[src/rtl/irq_pkg.sv]
// Shared definitions for the external interrupt handshake between the
// interrupt controller and the core controller.
package irq_pkg;

  typedef enum logic [1:0] {
    IRQ_IDLE = 2'd0,
    IRQ_REQ  = 2'd1,
    IRQ_GAP  = 2'd2
  } irq_state_t;

  // EStatus code the core records when it takes an external interrupt.
  localparam logic [3:0] ESTATUS_EXT_IRQ = 4'b0001;

endpackage : irq_pkg

[src/rtl/irq_pend_cnt.sv]
// Per-source saturating pending-event counter with a sticky overflow flag.
// A simultaneous increment and decrement cancel, even at saturation.
module irq_pend_cnt #(
  parameter int CNT_W = 3
) (
  input  logic clk,
  input  logic reset,
  input  logic inc_i,
  input  logic dec_i,
  input  logic ovf_clr_i,
  output logic nonzero_o,
  output logic overflow_o
);

  localparam logic [CNT_W-1:0] CNT_MAX  = {CNT_W{1'b1}};
  localparam logic [CNT_W-1:0] CNT_ZERO = {CNT_W{1'b0}};
  localparam logic [CNT_W-1:0] CNT_ONE  = {{(CNT_W-1){1'b0}}, 1'b1};

  logic [CNT_W-1:0] cnt_q, cnt_d;
  logic             ovf_q, ovf_d;

  // Next count and overflow; a set of the flag wins over a clear.
  always_comb begin
    cnt_d = cnt_q;
    ovf_d = ovf_q & ~ovf_clr_i;
    if (inc_i && !dec_i) begin
      if (cnt_q == CNT_MAX) begin
        ovf_d = 1'b1;
      end else begin
        cnt_d = cnt_q + CNT_ONE;
      end
    end else if (dec_i && !inc_i && (cnt_q != CNT_ZERO)) begin
      cnt_d = cnt_q - CNT_ONE;
    end else begin
      cnt_d = cnt_q;
    end
  end

  // Counter and flag registers.
  always_ff @(posedge clk) begin
    if (reset) begin
      cnt_q <= CNT_ZERO;
      ovf_q <= 1'b0;
    end else begin
      cnt_q <= cnt_d;
      ovf_q <= ovf_d;
    end
  end

  assign nonzero_o  = (cnt_q != CNT_ZERO);
  assign overflow_o = ovf_q;

endmodule : irq_pend_cnt

[src/rtl/ext_irq_ctrl.sv]
// External interrupt controller: counts per-source events, picks the lowest
// unmasked pending source and holds extIRQ until the core acknowledges.
module ext_irq_ctrl
  import irq_pkg::*;
#(
  parameter int N_SRC   = 4,
  parameter int CNT_W   = 3,
  parameter int GAP_CYC = 2
) (
  input  logic                     clk,
  input  logic                     reset,
  input  logic [N_SRC-1:0]         irq_pulse,
  input  logic [N_SRC-1:0]         irq_mask,
  input  logic                     ovf_clr,
  input  logic                     extIAck,
  output logic                     extIRQ,
  output logic [$clog2(N_SRC)-1:0] irq_id,
  output logic [N_SRC-1:0]         pending,
  output logic [N_SRC-1:0]         overflow
);

  localparam int ID_W  = $clog2(N_SRC);
  localparam int GAP_W = $clog2(GAP_CYC + 1);

  irq_state_t       state_q, state_d;
  logic             irq_q, irq_d;
  logic [ID_W-1:0]  id_q, id_d;
  logic [GAP_W-1:0] gap_q, gap_d;

  logic [N_SRC-1:0] dec_s;
  logic [N_SRC-1:0] req_s;
  logic [ID_W-1:0]  win_s;
  logic             any_req_s;

  for (genvar g = 0; g < N_SRC; g++) begin : g_cnt
    irq_pend_cnt #(.CNT_W(CNT_W)) u_cnt (
      .clk       (clk),
      .reset     (reset),
      .inc_i     (irq_pulse[g]),
      .dec_i     (dec_s[g]),
      .ovf_clr_i (ovf_clr),
      .nonzero_o (pending[g]),
      .overflow_o(overflow[g])
    );
  end

  // Only an ack of a live request retires an event, and only for the granted id.
  always_comb begin
    dec_s = '0;
    for (int i = 0; i < N_SRC; i++) begin
      if ((state_q == IRQ_REQ) && extIAck && (id_q == ID_W'(i))) begin
        dec_s[i] = 1'b1;
      end else begin
        dec_s[i] = 1'b0;
      end
    end
  end

  assign req_s     = pending & irq_mask;
  assign any_req_s = |req_s;

  // Fixed priority: scanning downwards leaves the lowest requesting index.
  always_comb begin
    win_s = '0;
    for (int i = N_SRC - 1; i >= 0; i--) begin
      if (req_s[i]) begin
        win_s = ID_W'(i);
      end else begin
        win_s = win_s;
      end
    end
  end

  // Handshake FSM; the last gap cycle arbitrates directly so the line is low
  // for exactly GAP_CYC cycles between back-to-back requests.
  always_comb begin
    state_d = state_q;
    irq_d   = irq_q;
    id_d    = id_q;
    gap_d   = gap_q;
    case (state_q)
      IRQ_IDLE: begin
        if (any_req_s) begin
          state_d = IRQ_REQ;
          irq_d   = 1'b1;
          id_d    = win_s;
        end else begin
          irq_d   = 1'b0;
        end
      end
      IRQ_REQ: begin
        if (extIAck) begin
          state_d = IRQ_GAP;
          irq_d   = 1'b0;
          gap_d   = GAP_W'(GAP_CYC);
        end else begin
          irq_d   = 1'b1;
        end
      end
      IRQ_GAP: begin
        if (gap_q <= GAP_W'(1)) begin
          gap_d = '0;
          if (any_req_s) begin
            state_d = IRQ_REQ;
            irq_d   = 1'b1;
            id_d    = win_s;
          end else begin
            state_d = IRQ_IDLE;
          end
        end else begin
          gap_d = gap_q - GAP_W'(1);
        end
      end
      default: begin
        state_d = IRQ_IDLE;
        irq_d   = 1'b0;
        gap_d   = '0;
      end
    endcase
  end

  // FSM and output registers.
  always_ff @(posedge clk) begin
    if (reset) begin
      state_q <= IRQ_IDLE;
      irq_q   <= 1'b0;
      id_q    <= '0;
      gap_q   <= '0;
    end else begin
      state_q <= state_d;
      irq_q   <= irq_d;
      id_q    <= id_d;
      gap_q   <= gap_d;
    end
  end

  assign extIRQ = irq_q;
  assign irq_id = id_q;

endmodule : ext_irq_ctrl

[config.mk]
export PLATFORM = sky130hd
export DESIGN_NAME = ext_irq_ctrl
export DESIGN_NICKNAME = d
export VERILOG_FILES = /design/src/rtl/irq_pkg.sv /design/src/rtl/irq_pend_cnt.sv /design/src/rtl/ext_irq_ctrl.sv
export SDC_FILE = /design/constraint.sdc
export NUM_CORES = 1
export LEC_CHECK = 0
export ABC_CLOCK_PERIOD_IN_PS = 2200
export CAP_MARGIN = 20
export CORE_ASPECT_RATIO = 0.9
export CORE_UTILIZATION = 49
export DETAILED_ROUTE_END_ITERATION = 10
export HOLD_SLACK_MARGIN = 0.03
export MAX_ROUTING_LAYER = met4
export PLACE_DENSITY = 0.77
export SLEW_MARGIN = 20
export SYNTH_ARGS = -nofsm -noshare
export SYNTH_HDL_FRONTEND = slang
export SYNTH_HIERARCHICAL = 1
export SYNTH_SLANG_ARGS = --single-unit
[constraint.sdc]
create_clock -name clk -period 2.2 [get_ports clk]
set_input_delay 0.44 -clock clk [delete_from_list [all_inputs] [get_ports clk]]
set_output_delay 0.44 -clock clk [all_outputs]
set_load 0.03 [all_outputs]
==> key figures, run 1 <==
Yosys
  • Most common cell in the netlist: nor2_1
  • Yosys warning count: 6
  • Ys flop type: dfxtp_1
  • Register area share after synthesis: 0.288
  • Distinct cell type count after synthesis: 36
  • Synthesized cell area: 1600 µm²
  • Mapped Cells: 195
  • Mapped Nets: 216
  • Top post-synthesis cells by count: nor2_1 (24), dfxtp_1 (23), nand2b_1 (13)
  • Post-Syn Area per Cell: 8.21 µm²
  • Synth top area cells: dfxtp_1 (29%), ha_1 (7.0%), nor2_1 (5.6%)
  • Post-synthesis sequential element count: 23
  • FFs w/ async S/R, synth: 0
  • Synth top area share: 0.288
  • Post-synth top area cell: dfxtp_1
  • Post-synth EDFFs: 0

Critical path
  • CP endpoint kind: output port
  • Critical path fanouts, max: 10
  • Reg2reg path depth: 10
  • Critical path class: flip-flop to output port
  • R2R Path Start: state_q[0]$_SDFFE_PP0P_
  • Arr. time, crit path: 1620 ps
  • Worst setup SP type: flip-flop
  • FF-to-FF setup slack: between 150 and 200 ps
  • Worst path required time: around 1800 ps
  • Reg-to-reg critical path endpoint: g_cnt[2].u_cnt/cnt_q[1]$_SDFFE_PP0P_

Floorplan
  • Core ar.: ~3100 µm²
  • # rows: 19
  • Initial cell density of the core: 0.518
  • Die height: roughly 56 µm
  • Top Ports: 23
  • Chip width: 62.2 µm
  • Die area: 3500 µm²

STA
  • Final setup fails: 0
  • Slew HR: 0.721
  • Fin. max-slew vios: 0
  • Tmin final: 2060 ps
  • Fmax: approximately 490 MHz
  • Final Hold Fails: 0
  • Worst clock skew: around 8.6 ps
  • Tcrit/Tclk final: 0.937
  • Slew at the pin closest to its max-slew limit: approximately 420 ps
  • RSZ-0062 raised after global routing: false

Global route
  • Initial antenna violation count: 0
  • Largest net degree at the start of global routing: 13
  • Tot GR Track Use: 0.250
  • First-pass GRT wire length: around 6700 µm
  • Overflow after GRT: 0
  • Vias in the first global route: between 1000 and 1500

Clocking
  • Clock root cell: clkbuf_4
  • Clock Pin Slew Worst Setup and Hold Paths: between 100 and 150 ps
  • Worst skew pair latency: 320 ps
  • Sink Count: 23
  • H-tree depth: 1
  • Cts bufs inserted: 3
  • Max clock buf depth: 2
  • CTS tree: built
  • Post-CTS Setup Bufs: 0
  • Hold-fix buffers, CTS: 0

Place
  • Routability cong.: around 0.83
  • Post-DP HPWL: about 3000 µm
  • Port bufs: 22
  • Placed insts: 260

Route
  • Vias: approximately 1600
  • Post-route ant nets: 0
  • TritonRoute pass-1 iters: 4
  • Wire length per cell: ~15 µm
  • # DRC: 0
  • Vias per std cell: 6.01
  • DRT iter0 DRCs: 110
  • Routed WL: 4050 µm

Min path
  • Hold depth: 2
  • Min-delay src: g_cnt[2].u_cnt/overflow_o$_SDFF_PP0_
  • Endpoint of the worst hold path: g_cnt[2].u_cnt/overflow_o$_SDFF_PP0_
  • Hold Path Class: flip-flop to flip-flop

Power
  • Leakage power: 0.751 nW
  • Pwr Density: 806 nW/µm²
  • Design Power: 1.58 mW
  • Peak supply drop: 0.000359 V

Cells and area
  • # nets final: 244
  • Share of cells above drive strength 1: 0.149
  • Fillers: 284
  • Area grow syn2layout: 22.8%
  • Non-Filler Instances: 264
  • N_diodes: 0

Run status
  • Outcome: completed

Flow run
  • MaxCap Viol Count: 0
-- registers in the layout (all words and copies together), names as in the netlist --
signal	flops
state_q	2
extIRQ	1
g_cnt.u_cnt/overflow_o	4
g_cnt.u_cnt/cnt_q	12
irq_id	2
gap_q	2
-- worst max-delay path by stage --
stage | from | endpoint | slack (ps) | cells past startpoint
after global routing | state_q[0]$_SDFFE_PP0P_ | g_cnt[3].u_cnt/cnt_q[1]$_SDFFE_PP0P_ | 30 | 10
after floorplan | irq_id[0]$_SDFFE_PP0P_ | g_cnt[1].u_cnt/cnt_q[2]$_SDFFE_PP0P_ | 30 | 9
after global placement | extIAck | g_cnt[0].u_cnt/cnt_q[2]$_SDFFE_PP0P_ | -100 | 9
final | g_cnt[1].u_cnt/cnt_q[0]$_SDFFE_PP0P_ | pending[1] | 140 | 2
after detailed placement | extIAck | g_cnt[1].u_cnt/cnt_q[2]$_SDFFE_PP0P_ | -230 | 9
after CTS | state_q[1]$_SDFFE_PP0P_ | g_cnt[0].u_cnt/cnt_q[2]$_SDFFE_PP0P_ | 10 | 10
-- report_power, final --
part           switching [mW]  leakage (nW)  internal, mW
Sequential              0.106         0.188         0.481
Clock                   0.135        0.0150        0.0710
Combinational           0.440         0.548         0.349
-- cells by family (layout without fill, tap and decap cells) --
logic type,count (synthesis),count (layout),share of synthesized area
AND/OR/NAND/NOR,76,76,0.245
AO/OA/AOI/OAI,63,63,0.292
flip-flops,23,23,0.288
buffers and inverters,17,44,0.0649
adder cells (fa/ha/maj),9,9,0.0704
XOR/XNOR,4,4,0.0219
multiplexers,3,3,0.0188
-- timing repair --
| item | in CTS | in global routing |
|---|---|---|
| pin swaps | 0 | 2 |
| gates resized for setup | 5 | 12 |
| endpoints found under the setup margin | 5 | 8 |
-- critical path, cell delays in order, from the launching register on --
cell           delay, ps
dfxtp_1              420
or3_1                480
dlygate4sd2_1        400
-- final cells by class --
| class | count | area [µm²] | area share |
|---|---|---|---|
| multi-input combinational | 155 | 1090 | 0.555 |
| sequential | 23 | 460 | 0.234 |
| timing repair buffer | 36 | 320 | 0.163 |
| tap | 42 | 52.6 | 0.0268 |
| clock buffer | 4 | 26.3 | 0.0134 |
| inverter | 4 | 15.0 | 0.00764 |
-- placed cells by master (no fill, tap or decap), types with 2 or more instances in the layout --
master / Yosys / final
a31o_1: 4 / 4
or3_1: 4 / 4
a221oi_1: 4 / 4
a22oi_1: 8 / 8
dlygate4sd2_1: 0 / 4
nor3_1: 6 / 2
nand2_1: 8 / 8
nor3_2: 0 / 3
o31ai_1: 2 / 2
xnor2_1: 4 / 4
a22o_1: 2 / 2
nand4_1: 5 / 5
nor2b_2: 0 / 3
nand2b_1: 13 / 13
nor2_1: 24 / 23
a211o_1: 4 / 4
inv_1: 4 / 3
nor2b_1: 8 / 5
clkbuf_4: 0 / 3
a211oi_1: 9 / 8
mux2i_1: 3 / 3
nand3_1: 5 / 5
buf_4: 0 / 14
a21oi_1: 8 / 8
ha_1: 9 / 8
clkdlybuf4s50_1: 0 / 18
o22ai_1: 4 / 4
a22oi_2: 2 / 2
o21ai_0: 10 / 10
dfxtp_1: 23 / 23
-- routing by layer --
metal  global-route usage  vias up  share of wire
met5                    -        -              0
met4               0.0664        0          0.014
met3               0.0594        8          0.048
met2                0.425       40           0.49
met1                0.296      753           0.44
li1                     -      786              -
-- stage by stage --
stage | worst slack [ps] | cell area [µm²] | hold WS, ps | utilization | setup TNS [ps]
2_1_floorplan | 27.5 | 1600 | 457 | - | 0
3_3_place_gp | -97.9 | 1890 | 455 | 0.611 | -507
3_5_place_dp | -235 | 1890 | 466 | 0.611 | -1450
4_1_cts | 13.6 | 1920 | 486 | 0.620 | 0
5_1_grt | 27.1 | 1960 | 513 | 0.636 | 0
6_report | 140 | 1960 | 482 | 0.636 | 0
Note: power is estimated with default switching activity, not from simulation.
==> run 2, diff against run 1 <==
--- a/config.mk
+++ b/config.mk
@@ -7,12 +7,12 @@
 export LEC_CHECK = 0
 export ABC_CLOCK_PERIOD_IN_PS = 2200
 export CAP_MARGIN = 20
-export CORE_ASPECT_RATIO = 0.9
-export CORE_UTILIZATION = 49
+export CORE_ASPECT_RATIO = 1.5
+export CORE_UTILIZATION = 35
 export DETAILED_ROUTE_END_ITERATION = 10
 export HOLD_SLACK_MARGIN = 0.03
 export MAX_ROUTING_LAYER = met4
-export PLACE_DENSITY = 0.77
+export PLACE_DENSITY = 0.58
 export SLEW_MARGIN = 20
 export SYNTH_ARGS = -nofsm -noshare
 export SYNTH_HDL_FRONTEND = slang
==> key figures, run 2 (synthesis results as in run 1) <==
Cells and area
  • Most common cell after layout, fill and taps aside: dfxtp_1
  • Largest Register: g_cnt.u_cnt/cnt_q (unchanged)
  • # nets final: 250 (was 244)
  • N_diodes: 0 (unchanged)
  • Max reg flops: 12 (unchanged)
  • Area grow syn2layout: 28.9% (was 22.8%)
  • Share of cells above drive strength 1: 0.184 (was 0.149)
  • Most frequent cells in the layout: dfxtp_1 (23), nor2_1 (22), buf_4 (20) (was nor2_1 (23), dfxtp_1 (23), clkdlybuf4s50_1 (18))

Critical path
  • Worst setup SP type: flip-flop (unchanged)
  • CP Capture Point: pending[0] (was pending[1])
  • Worst path required time: 1760 ps (about the same)
  • Critical path class: flip-flop to output port (unchanged)
  • CP Launch Point: g_cnt[0].u_cnt/cnt_q[2]$_SDFFE_PP0P_ (was g_cnt[1].u_cnt/cnt_q[0]$_SDFFE_PP0P_)
  • Reg2reg path depth: 10 (unchanged)
  • Critical path fanouts, max: 4 (was 10)
  • Reg-to-reg critical path endpoint: g_cnt[2].u_cnt/cnt_q[2]$_SDFFE_PP0P_ (was g_cnt[2].u_cnt/cnt_q[1]$_SDFFE_PP0P_)
  • R2R Path Start: state_q[1]$_SDFFE_PP0P_ (was state_q[0]$_SDFFE_PP0P_)
  • CP endpoint kind: output port (unchanged)
  • FF-to-FF setup slack: 190 ps (was 170 ps)
  • Arr. time, crit path: 1700 ps (was 1620 ps)

Clocking
  • Sink Count: 23 (unchanged)
  • Cts bufs inserted: 3 (unchanged)
  • Worst skew pair latency: 270 ps (was 320 ps)
  • Max clock buf depth: 2 (unchanged)
  • Clock Pin Slew Worst Setup and Hold Paths: 80 ps (was 130 ps)
  • CTS tree: built (unchanged)
  • H-tree depth: 1 (unchanged)
  • Clock root cell: clkbuf_8 (was clkbuf_4)

Route
  • Vias: 1577 (was 1587)
  • Vias per std cell: 5.76 (was 6.01)
  • Post-route ant nets: 0 (unchanged)
  • TritonRoute pass-1 iters: 7 (was 4)
  • # DRC: 2 (was 0)
  • Wire length per cell: 14.2 µm (was 15.3 µm)
  • Routed WL: 3900 µm (was 4050 µm)
  • DRT iter0 DRCs: 48 (was 110)

Power
  • Peak supply drop: 0.000276 V (was 0.000359 V)
  • Design Power: 1.70 mW (was 1.58 mW)
  • Pwr Density: 822 nW/µm² (was 806 nW/µm²)
  • Leakage power: 0.812 nW (was 0.751 nW)

STA
  • Slew at the pin closest to its max-slew limit: 351 ps (was 418 ps)
  • Final Hold Fails: 0 (unchanged)
  • Tcrit/Tclk final: 0.975 (was 0.937)
  • Final setup fails: 0 (unchanged)
  • Fin. max-slew vios: 0 (unchanged)
  • Slew HR: 0.765 (was 0.721)
  • Worst clock skew: 4.85 ps (was 8.55 ps)
  • Fmax: 466 MHz (was 485 MHz)
  • Worst Hold Slack: 472 ps (was 482 ps)
  • Tmin final: 2140 ps (was 2060 ps)

Global route
  • Overflow after GRT: 0 (unchanged)
  • Vias in the first global route: 1466 (was 1477)
  • Tot GR Track Use: 0.176 (was 0.250)
  • Largest net degree at the start of global routing: 18 (was 13)
  • First-pass GRT wire length: 6590 µm (was 6740 µm)
  • Initial antenna violation count: 0 (unchanged)

Floorplan
  • Initial cell density of the core: 0.371 (was 0.518)
  • # rows: 29 (was 19)
  • Chip width: 57.2 µm (was 62.2 µm)
  • Core ar.: 4320 µm² (was 3090 µm²)
  • Die area: 4850 µm² (was 3500 µm²)
  • Die height: 84.8 µm (was 56.2 µm)
  • Top Ports: 23 (unchanged)

Min path
  • Hold Path Class: flip-flop to flip-flop (unchanged)

Place
  • Port bufs: 22 (unchanged)
  • Routability cong.: 0.823 (was 0.827)
  • Post-DP HPWL: 2900 µm (was 3060 µm)

Run status
  • Outcome: finished with violations (was completed)
  • Violated checks: DRC

Flow run
  • MaxCap Viol Count: 0 (unchanged)
-- run 2: critical path, cell delays in order (launching register included) --
cell             delay [ps]
dfxtp_1                 320
or3_1                   480
clkdlybuf4s50_1         640
-- run 2: layer usage --
layer | track usage | vias to the layer above | routed length [µm]
met5 | - | - | 0
met1 | 0.210 | 752 | 1720
met2 | 0.296 | 23 | 2030
met3 | 0.0259 | 6 | 84
met4 | 0.0621 | 0 | 60
li1 | - | 796 | -
-- run 2: worst min-delay path by stage --
stage | start | endpoint | slack [ps] | depth (start not counted)
6_report | g_cnt[2].u_cnt/overflow_o$_SDFF_PP0_ | g_cnt[2].u_cnt/overflow_o$_SDFF_PP0_ | 470 | 2
5_1_grt | g_cnt[3].u_cnt/overflow_o$_SDFF_PP0_ | g_cnt[3].u_cnt/overflow_o$_SDFF_PP0_ | 480 | 2
4_1_cts | g_cnt[3].u_cnt/overflow_o$_SDFF_PP0_ | g_cnt[3].u_cnt/overflow_o$_SDFF_PP0_ | 470 | 2
3_5_place_dp | g_cnt[3].u_cnt/overflow_o$_SDFF_PP0_ | g_cnt[3].u_cnt/overflow_o$_SDFF_PP0_ | 460 | 2
3_3_place_gp | g_cnt[2].u_cnt/overflow_o$_SDFF_PP0_ | g_cnt[2].u_cnt/overflow_o$_SDFF_PP0_ | 460 | 2
2_1_floorplan | gap_q[0]$_SDFFE_PP0P_ | gap_q[0]$_SDFFE_PP0P_ | 460 | 2
-- run 2: what timing repair did --
item                                    CTS  global route
hold buffers                              0             0
endpoints found under the setup margin    1            10
setup buffers                             0             0
pin swaps                                 0             3
gates resized for setup                   1            18
-- run 2: power breakdown --
part           switching, mW  internal (mW)
clock network          0.143          0.130
registers             0.0752          0.481
logic                  0.475          0.392
total                  0.694           1.00
-- run 2: area by class of cell --
class                      count  area [µm²]
multi-input combinational    155        1110
inverter                       4        15.0
clock buffer                   4        45.0
fill                         423        2250
sequential                    23         460
timing repair buffer          42         374
tap                           46        57.6
-- run 2: per-stage QoR --
step / util / instance area (µm²) / TNS (ps) / std cells / setup WS [ps]
5_1_grt: 0.478 / 2060 / -31.4 / 274 / -28.9
3_5_place_dp: 0.449 / 1940 / -1120 / 270 / -223
3_3_place_gp: 0.449 / 1940 / -842 / 270 / -203
2_1_floorplan: - / 1600 / 0 / 195 / 27.5
6_report: 0.478 / 2060 / 0 / 274 / 55.6
4_1_cts: 0.459 / 1980 / 0 / 274 / 3.83
==> run 3, diff against run 2 <==
--- a/config.mk
+++ b/config.mk
@@ -8,11 +8,11 @@
 export ABC_CLOCK_PERIOD_IN_PS = 2200
 export CAP_MARGIN = 20
 export CORE_ASPECT_RATIO = 1.5
-export CORE_UTILIZATION = 35
+export CORE_UTILIZATION = 49
 export DETAILED_ROUTE_END_ITERATION = 10
 export HOLD_SLACK_MARGIN = 0.03
 export MAX_ROUTING_LAYER = met4
-export PLACE_DENSITY = 0.58
+export PLACE_DENSITY = 0.77
 export SLEW_MARGIN = 20
 export SYNTH_ARGS = -nofsm -noshare
 export SYNTH_HDL_FRONTEND = slang
==> key figures, run 3 (synthesis results as in run 1) <==
Run status
  • Outcome: completed (was finished with violations)

Power
  • Design Power: 1.63 mW (was 1.70 mW)
  • Peak supply drop: 0.000483 V (was 0.000276 V)
  • Leakage power: 0.782 nW (was 0.812 nW)
  • Pwr Density: 824 nW/µm² (was 822 nW/µm²)

Critical path
  • Worst-path cell chain: clkdlybuf4s50_1 > nand2_1 > nor3_2 > nor2b_1 > xnor2_1 > ha_1 > nor2_1 > a22oi_1 > nor2_1 > a211oi_1 (was or3_1 > clkdlybuf4s50_1)
  • Critical path class: input pin to flip-flop (was flip-flop to output port)
  • Worst path required time: 2380 ps (was 1760 ps)
  • Worst setup SP type: input pin (was flip-flop)
  • Arr. time, crit path: 2260 ps (was 1700 ps)
  • Highest-delay cell along the critical path: clkdlybuf4s50_1 (unchanged)
  • Worst path most repeated cell: nor2_1
  • CP endpoint kind: flip-flop (was output port)
  • Critical path fanouts, max: 3 (was 4)
  • Crit-path max cell delay: 510 ps (was 640 ps)

Clocking
  • Sink Count: 23 (unchanged)
  • Max clock buf depth: 2 (unchanged)
  • Cts bufs inserted: 3 (unchanged)
  • Clock Pin Slew Worst Setup and Hold Paths: 90 ps (was 80 ps)
  • CTS tree: built (unchanged)
  • Worst skew pair latency: 260 ps (was 270 ps)
  • Clock root cell: clkbuf_8 (unchanged)
  • H-tree depth: 1 (unchanged)

Place
  • Post-DP HPWL: 2940 µm (was 2900 µm)
  • Place WS: -174 ps (was -223 ps)
  • Port bufs: 22 (unchanged)
  • Routability cong.: 0.847 (was 0.823)

Floorplan
  • Chip width: 48.7 µm (was 57.2 µm)
  • Die height: 72.0 µm (was 84.8 µm)
  • Initial cell density of the core: 0.512 (was 0.371)
  • Core ar.: 3130 µm² (was 4320 µm²)
  • Die area: 3500 µm² (was 4850 µm²)
  • # rows: 25 (was 29)
  • Top Ports: 23 (unchanged)

STA
  • Tmin final: 2080 ps (was 2140 ps)
  • Tcrit/Tclk final: 0.945 (was 0.975)
  • Worst clock skew: 8.11 ps (was 4.85 ps)
  • Final setup margin: 120 ps (was 55.6 ps)
  • Slew at the pin closest to its max-slew limit: 515 ps (was 351 ps)
  • Final Hold Fails: 0 (unchanged)
  • Fin. max-slew vios: 0 (unchanged)
  • Slew HR: 0.655 (was 0.765)
  • Final setup TNS: 0 ps (unchanged)
  • RSZ-0062 raised after global routing: false
  • Worst Hold Slack: 476 ps (was 472 ps)
  • Final setup fails: 0 (unchanged)
  • Fmax: 481 MHz (was 466 MHz)

Flow run
  • MaxCap Viol Count: 0 (unchanged)

Global route
  • Tot GR Track Use: 0.229 (was 0.176)
  • Vias in the first global route: 1531 (was 1466)
  • Overflow after GRT: 0 (unchanged)
  • Largest net degree at the start of global routing: 14 (was 18)
  • First-pass GRT wire length: 6220 µm (was 6590 µm)
  • Initial antenna violation count: 0 (unchanged)

Route
  • DRT iter0 DRCs: 42 (was 48)
  • Routed WL: 3820 µm (was 3900 µm)
  • Post-route ant nets: 0 (unchanged)
  • Vias per std cell: 6.06 (was 5.76)
  • # DRC: 0 (was 2)
  • Vias: 1588 (was 1577)
  • TritonRoute pass-1 iters: 4 (was 7)
  • Wire length per cell: 14.6 µm (was 14.2 µm)

Cells and area
  • Area grow syn2layout: 23.3% (was 28.9%)
  • Most common cell after layout, fill and taps aside: nor2_1 (was dfxtp_1)
  • Max reg flops: 12 (unchanged)
  • # nets final: 244 (was 250)
  • Share of cells above drive strength 1: 0.131 (was 0.184)
  • Largest Register: g_cnt.u_cnt/cnt_q (unchanged)
  • Most frequent cells in the layout: nor2_1 (24), dfxtp_1 (23), clkdlybuf4s50_1 (18) (was dfxtp_1 (23), nor2_1 (22), buf_4 (20))
  • N_diodes: 0 (unchanged)

Min path
  • Hold Path Class: flip-flop to flip-flop (unchanged)
[run 3: final timing paths]
check	start	to	slack (ps)	cells past startpoint
hold reg to reg	g_cnt[0].u_cnt/overflow_o$_SDFF_PP0_	g_cnt[0].u_cnt/overflow_o$_SDFF_PP0_	480	2
setup reg to reg	state_q[1]$_SDFFE_PP0P_	g_cnt[1].u_cnt/cnt_q[1]$_SDFFE_PP0P_	150	11
hold / removal	g_cnt[0].u_cnt/overflow_o$_SDFF_PP0_	g_cnt[0].u_cnt/overflow_o$_SDFF_PP0_	480	2
setup / recovery	extIAck	g_cnt[1].u_cnt/cnt_q[1]$_SDFFE_PP0P_	120	10
[run 3: per-stage QoR]
| step | instance area [µm²] | util | instances |
|---|---|---|---|
| 2_1_floorplan | 1600 | - | 195 |
| 3_3_place_gp | 1880 | 0.601 | 257 |
| 3_5_place_dp | 1880 | 0.601 | 257 |
| 4_1_cts | 1920 | 0.615 | 261 |
| 5_1_grt | 1970 | 0.631 | 262 |
| 6_report | 1970 | 0.631 | 262 |
[run 3: where the power goes]
part           switching (mW)  leakage [nW]  internal [mW]
Clock                   0.138        0.0255          0.126
Combinational           0.426         0.568          0.349
Sequential              0.106         0.188          0.481
[run 3: critical path: cells and delay by family]
| kind | cells | cell delay [ps] |
|---|---|---|
| AND/OR/NAND/NOR | 5 | 530 |
| XOR/XNOR | 1 | 130 |
| adder cells (fa/ha/maj) | 1 | 290 |
| AO/OA/AOI/OAI | 2 | 370 |
| buffers and inverters | 1 | 510 |
[run 3: repair_timing]
action                     CTS  global route
hold buffers                 0             0
setup endpoints to repair    2             8
pin swaps                    0             1
resized for setup            2             9
setup buffers                0             1
cloned                       0             0
[run 3: cell type report]
type / instances / area [µm²]
clock inverters: 1 / 5.00
multi-input cells: 155 / 1070
repair buffers: 36 / 328
inverters: 4 / 15.0
fillers: 282 / 1150
flip-flops and latches: 23 / 460
clock buffers: 3 / 41.3
well taps: 40 / 50.0
[run 3: per-layer routing]
layer | wire (µm) | GRT usage | vias to the layer above
li1 | - | - | 780
met1 | 1530 | 0.215 | 773
met2 | 2160 | 0.455 | 26
met3 | 79 | 0.0210 | 9
met4 | 51 | 0.108 | 0
met5 | 0 | - | -
